**config.mk**
```make
export PLATFORM = sky130hd
export DESIGN_NAME = buzz_arbiter
export DESIGN_NICKNAME = d
export VERILOG_FILES = /design/src/rtl/sound_pkg.sv /design/src/rtl/tone_gen.sv /design/src/rtl/buzz_arbiter.sv
export SDC_FILE = /design/constraint.sdc
export NUM_CORES = 1
export LEC_CHECK = 0
export ABC_AREA = 1
export BUFFER_PORTS_ARGS = -buffer_cell sky130_fd_sc_hd__buf_2
export CAP_MARGIN = 20
export CORE_MARGIN = 2
export CORE_UTILIZATION = 65
export CTS_BUF_LIST = sky130_fd_sc_hd__clkbuf_8
export DETAILED_ROUTE_END_ITERATION = 16
export PLACE_DENSITY = 0.92
export SLEW_MARGIN = 15
export SYNTH_ARGS = -nofsm -noshare
export SYNTH_HDL_FRONTEND = slang
export SYNTH_SLANG_ARGS = --single-unit
```
**constraint.sdc**
```tcl
create_clock -name clk25 -period 4.2 [get_ports clk25]
set_input_delay 0 -clock clk25 [delete_from_list [all_inputs] [get_ports clk25]]
set_output_delay 0 -clock clk25 [all_outputs]
set_load 0.005 [all_outputs]
```
**src/rtl/sound_pkg.sv**
```systemverilog
// rtl/sound_pkg.sv - shared constants, default tone tables and FSM states for buzz_arbiter
// Purpose: requester indices, default half-period/duration tables (4 requesters),
//          FSM state encoding and the tone counter width.
// Ports:   none (package).
package sound_pkg;

  localparam int SND_HIT   = 0;
  localparam int SND_CLEAR = 1;
  localparam int SND_BOSS  = 2;
  localparam int SND_FIRE  = 3;

  localparam int TONE_W = 16;
  localparam int DUR_W  = 8;

  // Entry i lives at [16*i +: 16]: hit 1 kHz, clear 1.32 kHz, boss 500 Hz, fire 2 kHz.
  localparam logic [4*TONE_W-1:0] HALF_PER_DEF = {16'd6250, 16'd25000, 16'd9470, 16'd12500};
  // Entry i lives at [8*i +: 8], in ms ticks.
  localparam logic [4*DUR_W-1:0]  DUR_DEF      = {8'd30, 8'd200, 8'd250, 8'd80};

  typedef enum logic [1:0] {
    IDLE = 2'b00,
    PLAY = 2'b01,
    GAP  = 2'b10
  } state_t;

endpackage

```
**src/rtl/tone_gen.sv**
```systemverilog
// rtl/tone_gen.sv - square-wave generator with half-period counter and load/clear control
// Purpose: counts 0..half-1 and toggles tone at each wrap; half <= 1 toggles every cycle.
// Ports:   clk25, rst_n (sync active-low); load latches half_in and restarts at tone = 0;
//          clear stops at tone = 0; run advances the counter; tone is the square wave.
module tone_gen
  import sound_pkg::*;
(
  input  logic              clk25,
  input  logic              rst_n,
  input  logic              load,
  input  logic              clear,
  input  logic              run,
  input  logic [TONE_W-1:0] half_in,
  output logic              tone
);

  logic [TONE_W-1:0] half_q;
  logic [TONE_W-1:0] cnt;
  logic              wrap;

  // Degenerate half-periods of 0 or 1 wrap every cycle.
  assign wrap = (half_q <= TONE_W'(1)) || (cnt >= half_q - TONE_W'(1));

  always_ff @(posedge clk25) begin
    if (!rst_n) begin
      half_q <= '0;
      cnt    <= '0;
      tone   <= 1'b0;
    end else if (clear) begin
      cnt  <= '0;
      tone <= 1'b0;
    end else if (load) begin
      half_q <= half_in;
      cnt    <= '0;
      tone   <= 1'b0;
    end else if (run) begin
      if (wrap) begin
        cnt  <= '0;
        tone <= ~tone;
      end else begin
        cnt <= cnt + TONE_W'(1);
      end
    end
  end

endmodule

```
**src/rtl/buzz_arbiter.sv**
```systemverilog
// rtl/buzz_arbiter.sv - fixed-priority arbiter sharing one piezo output between sound requesters
// Purpose: latches one-cycle requests, grants the lowest index, plays its tone for its
//          duration with preemption by higher priority, then inserts a silent gap.
// Ports:   clk25 system clock; rst_n sync active-low reset; buzz_en enable (0 = mute+flush);
//          req one-cycle request pulses; buzz piezo drive; busy high in PLAY/GAP;
//          active_id current requester (valid while playing); playing high in PLAY.
module buzz_arbiter
  import sound_pkg::*;
#(
  parameter int                      N_REQ         = 4,
  parameter int                      TICK_DIV      = 25000,
  parameter int                      GAP_TICKS     = 4,
  parameter logic [16*N_REQ-1:0]     HALF_PER_FLAT = HALF_PER_DEF,
  parameter logic [8*N_REQ-1:0]      DUR_FLAT      = DUR_DEF
)(
  input  logic             clk25,
  input  logic             rst_n,
  input  logic             buzz_en,
  input  logic [N_REQ-1:0] req,
  output logic             buzz,
  output logic             busy,
  output logic [1:0]       active_id,
  output logic             playing
);

  localparam int TW = (TICK_DIV > 1) ? $clog2(TICK_DIV) : 1;
  localparam int GW = (GAP_TICKS > 0) ? $clog2(GAP_TICKS + 1) : 1;

  state_t             state, state_nx;
  logic [N_REQ-1:0]   pending, pending_nx, cand, grant_mask;
  logic [TW-1:0]      tick_cnt;
  logic               tick;
  logic [DUR_W-1:0]   dur_cnt, dur_nx, dur_sel;
  logic [GW-1:0]      gap_cnt, gap_nx;
  logic [1:0]         id_q, winner;
  logic               any_cand, preempt, grant;
  logic               tone_clear, tone_run;
  logic [TONE_W-1:0]  half_sel;

  // Same-cycle requests take part in arbitration so a pulse can be granted without first
  // sitting in pending.
  assign cand = pending | req;

  always_comb begin
    winner   = 2'd0;
    any_cand = 1'b0;
    for (int i = N_REQ - 1; i >= 0; i--) begin
      if (cand[i]) begin
        winner   = 2'(i);
        any_cand = 1'b1;
      end
    end
  end

  assign grant_mask = N_REQ'(1) << winner;
  assign half_sel   = HALF_PER_FLAT[16*int'(winner) +: 16];
  assign dur_sel    = DUR_FLAT[8*int'(winner) +: 8];
  // winner is the lowest set index, so anything more urgent than the active sound shows here.
  assign preempt    = any_cand && (winner < id_q);
  assign tick       = (tick_cnt == TW'(TICK_DIV - 1));

  always_comb begin
    state_nx   = state;
    pending_nx = pending | req;
    dur_nx     = dur_cnt;
    gap_nx     = gap_cnt;
    grant      = 1'b0;
    tone_clear = 1'b0;
    tone_run   = 1'b0;

    if (!buzz_en) begin
      state_nx   = IDLE;
      pending_nx = '0;
      dur_nx     = '0;
      gap_nx     = '0;
      tone_clear = 1'b1;
    end else begin
      case (state)
        IDLE: begin
          if (any_cand) begin
            grant    = 1'b1;
            state_nx = PLAY;
          end
        end
        PLAY: begin
          if (preempt) begin
            grant = 1'b1;
          end else if (dur_cnt == '0 || (tick && dur_cnt == DUR_W'(1))) begin
            // Leaving on the tick that would reach zero makes PLAY exactly DUR ticks long.
            state_nx   = GAP;
            dur_nx     = '0;
            gap_nx     = '0;
            tone_clear = 1'b1;
          end else begin
            tone_run = 1'b1;
            if (tick) dur_nx = dur_cnt - DUR_W'(1);
          end
        end
        GAP: begin
          if (GAP_TICKS == 0) begin
            state_nx = IDLE;
          end else if (tick) begin
            if (gap_cnt == GW'(GAP_TICKS - 1)) begin
              state_nx = IDLE;
              gap_nx   = '0;
            end else begin
              gap_nx = gap_cnt + GW'(1);
            end
          end
        end
        default: state_nx = IDLE;
      endcase

      // Grant beats a same-cycle request from the winner: its pending bit ends cleared.
      if (grant) begin
        pending_nx = cand & ~grant_mask;
        dur_nx     = dur_sel;
      end
    end
  end

  always_ff @(posedge clk25) begin
    if (!rst_n) begin
      state    <= IDLE;
      pending  <= '0;
      dur_cnt  <= '0;
      gap_cnt  <= '0;
      tick_cnt <= '0;
      id_q     <= 2'd0;
    end else begin
      state    <= state_nx;
      pending  <= pending_nx;
      dur_cnt  <= dur_nx;
      gap_cnt  <= gap_nx;
      // Restarting the tick phase on grant keeps durations exact to one clk25 cycle.
      tick_cnt <= (grant || tick) ? '0 : tick_cnt + TW'(1);
      if (grant) id_q <= winner;
    end
  end

  tone_gen u_tone (
    .clk25   (clk25),
    .rst_n   (rst_n),
    .load    (grant),
    .clear   (tone_clear),
    .run     (tone_run),
    .half_in (half_sel),
    .tone    (buzz)
  );

  assign busy      = (state != IDLE);
  assign playing   = (state == PLAY);
  assign active_id = id_q;

endmodule

```
==> qor.yml <==
worstPathRequired_ps: 4480
drt_wl_total_um: 8270
drt_first_pass_iters: 5
syn_inst: 564
min_period_over_period: 0.679
die_w_um: 82.6
syn_nets: 600
max_freq_mhz: 350
power.density_mw_per_mm2: 339
diodes: 0
antenna_left: 0
die_h_um: 82.6
drc: 0
grt_max_degree: 19
p_total_mw: 1.47
netlist_top_cells_area: "dfxtp_1 (30%), nand2_1 (11%), ha_1 (9.0%)"
area_growth_pct: 7.78
antenna_found_initial: 0
dieArea_mm2: 0.00683
clkTransAtPathRegs_ps: 70
gp_congestion: 0.880
cts_root_buffer: "clkbuf_8"
slew_headroom: 0.670
core_mm2: 0.00596
syn-cell-area_mm2: 0.00402
ys_seq_area_frac: 0.299
cp.arrival_ps: 3130
synth_top_area_share: 0.299
fin_crit_ps: 2850
htree_levels: 3
synth_edf_count: 0
yosys.area.top_type: "dfxtp_1"
clkSinkCount: 60
cts_tree: "done"
grt_pass1_wl_um: 14000
critPathLaunchType: "flip-flop"
hp-class: "in -> reg"
end_kind: "flip-flop"
routed_via_density: 5.41
grt_pass1_vias: 3268
place_hpwl_um: 6170
vdd_drop_max_mv: 0.264
async_flop_share: 0
io_pins: 12
drv_cap: 0
rows: 28
setup_violations: 0
wl_per_cell_um: 12.5
clk_latency_ps: 340
synth-seq-cells: 60
clockBufferDepth: 2
fin_util: 0.728
slew_violations: 0
routed-via-count: 3573
nets: 616
synth_cell_type_count: 35
grt-ovfl-total: 0
synthMostInstantiatedCell: "nand2_1"
synthFlopType: "dfxtp_1"
status: "finished clean"
clock_skew_ps: 5.66
holdWs_ps: 33.3
drt_iter0_markers: 216
leakagePower_nw: 1.91
start_util: 0.675
finalHoldViolations: 0
avgSynthCellArea_um2: 7.13
critPathKind: "reg -> reg"
postCtsSetupRepairBufs: 0
grt_usage: 0.267
grt_setup_unrepaired: "false"
cts_buffers: 9
netlist_top_cells_count: "nand2_1 (114), nor2_1 (75), inv_1 (70)"
path_max_fanout: 13
setup_tns_ps: 0
worst_slew_pin_slew_ps: 493
synth_warnings: 0
io_buffers: 11
drive_gt1_frac: 0.164
==> state kept, by name (all words and copies together), names as in the netlist <==
register	flops
active_id	2
dur_cnt	8
gap_cnt	3
pending	4
state	2
tick_cnt	15
u_tone.cnt	16
u_tone.half_q	9
u_tone.tone	1
==> cell usage in the layout (no fill, tap or decap), drive strengths merged, types with 2 or more instances in the layout <==
| master | count |
|---|---|
| nand2 | 135 |
| nor2 | 87 |
| inv | 82 |
| dfxtp | 60 |
| a21oi | 44 |
| nand3 | 42 |
| ha | 29 |
| o21ai | 23 |
| xor2 | 21 |
| nor3 | 15 |
| buf | 11 |
| clkbuf | 10 |
| nand4 | 7 |
| xnor2 | 6 |
| nand3b | 3 |
| bufinv | 2 |
| dlygate4sd3 | 2 |
==> per-layer routing <==
metal	track usage	wire, µm
met5	0	0
met1	0.321	3620
met2	0.466	4180
met4	0.0705	100
met3	0.0772	371
==> stage by stage <==
stage / instance area (µm²) / setup slack, ps / cells
2_1_floorplan: 4020 / 1840 / 564
3_3_place_gp: 4100 / 1560 / 642
3_5_place_dp: 4100 / 1400 / 642
4_1_cts: 4330 / 1370 / 660
5_1_grt: 4330 / 985 / 660
6_report: 4330 / 1350 / 660
==> layout make-up <==
cell class,instances,area (µm²)
Tap cell,75,93.8
Fill cell,452,1620
Clock inverter,6,80.1
Sequential cell,60,1200
Multi-Input combinational cell,416,2440
Clock buffer,10,138
Timing Repair Buffer,13,75.1
Inverter,80,308
==> path summary, 6_finish.rpt <==
check,start,endpoint,slack [ps],cells after the start
max,u_tone.half_q[1]$_SDFFE_PN0P_,u_tone.cnt[15]$_SDFFE_PP0P_,1350,18
min,req[1],pending[1]$_SDFF_PN0_,30,5
max reg2reg,u_tone.half_q[1]$_SDFFE_PN0P_,u_tone.cnt[15]$_SDFFE_PP0P_,1350,18
min reg2reg,active_id[0]$_SDFFE_PN0P_,active_id[0]$_SDFFE_PN0P_,460,2
==> power by group <==
part	leakage (nW)	switching (mW)	internal, mW	total (mW)
logic	1.31	0.192	0.0956	0.288
registers	0.488	0.0203	0.591	0.611
clock network	0.115	0.227	0.345	0.572
==> what timing repair did <==
action	in CTS	in global routing
gates resized for setup	0	0
setup endpoints to repair	0	0
hold endpoints to repair	8	0
hold buffers	2	0
==> cell families after synthesis <==
logic type / Yosys count / share of synthesized area
flops: 60 / 0.299
fa+ha+maj: 29 / 0.0903
xor+xnor: 27 / 0.0588
simple gates: 290 / 0.350
compound gates: 70 / 0.107
buf+inv: 88 / 0.0949
==> critical path, cell delays in order (launching register included) <==
cell     delay [ps]
dfxtp_1         320
inv_1           110
ha_1            210
nand2_1          80
inv_1            70
nand3_1          80
nor2_1          190
xor2_1          160
inv_1            60
ha_1            290
nand2_1          70
inv_1            50
nand2_1          70
nand2_1          50
a21oi_1         170
nand3_2         270
inv_1           260
nand3_1         130
a21oi_1         150
Note: power is estimated with default switching activity, not from simulation.
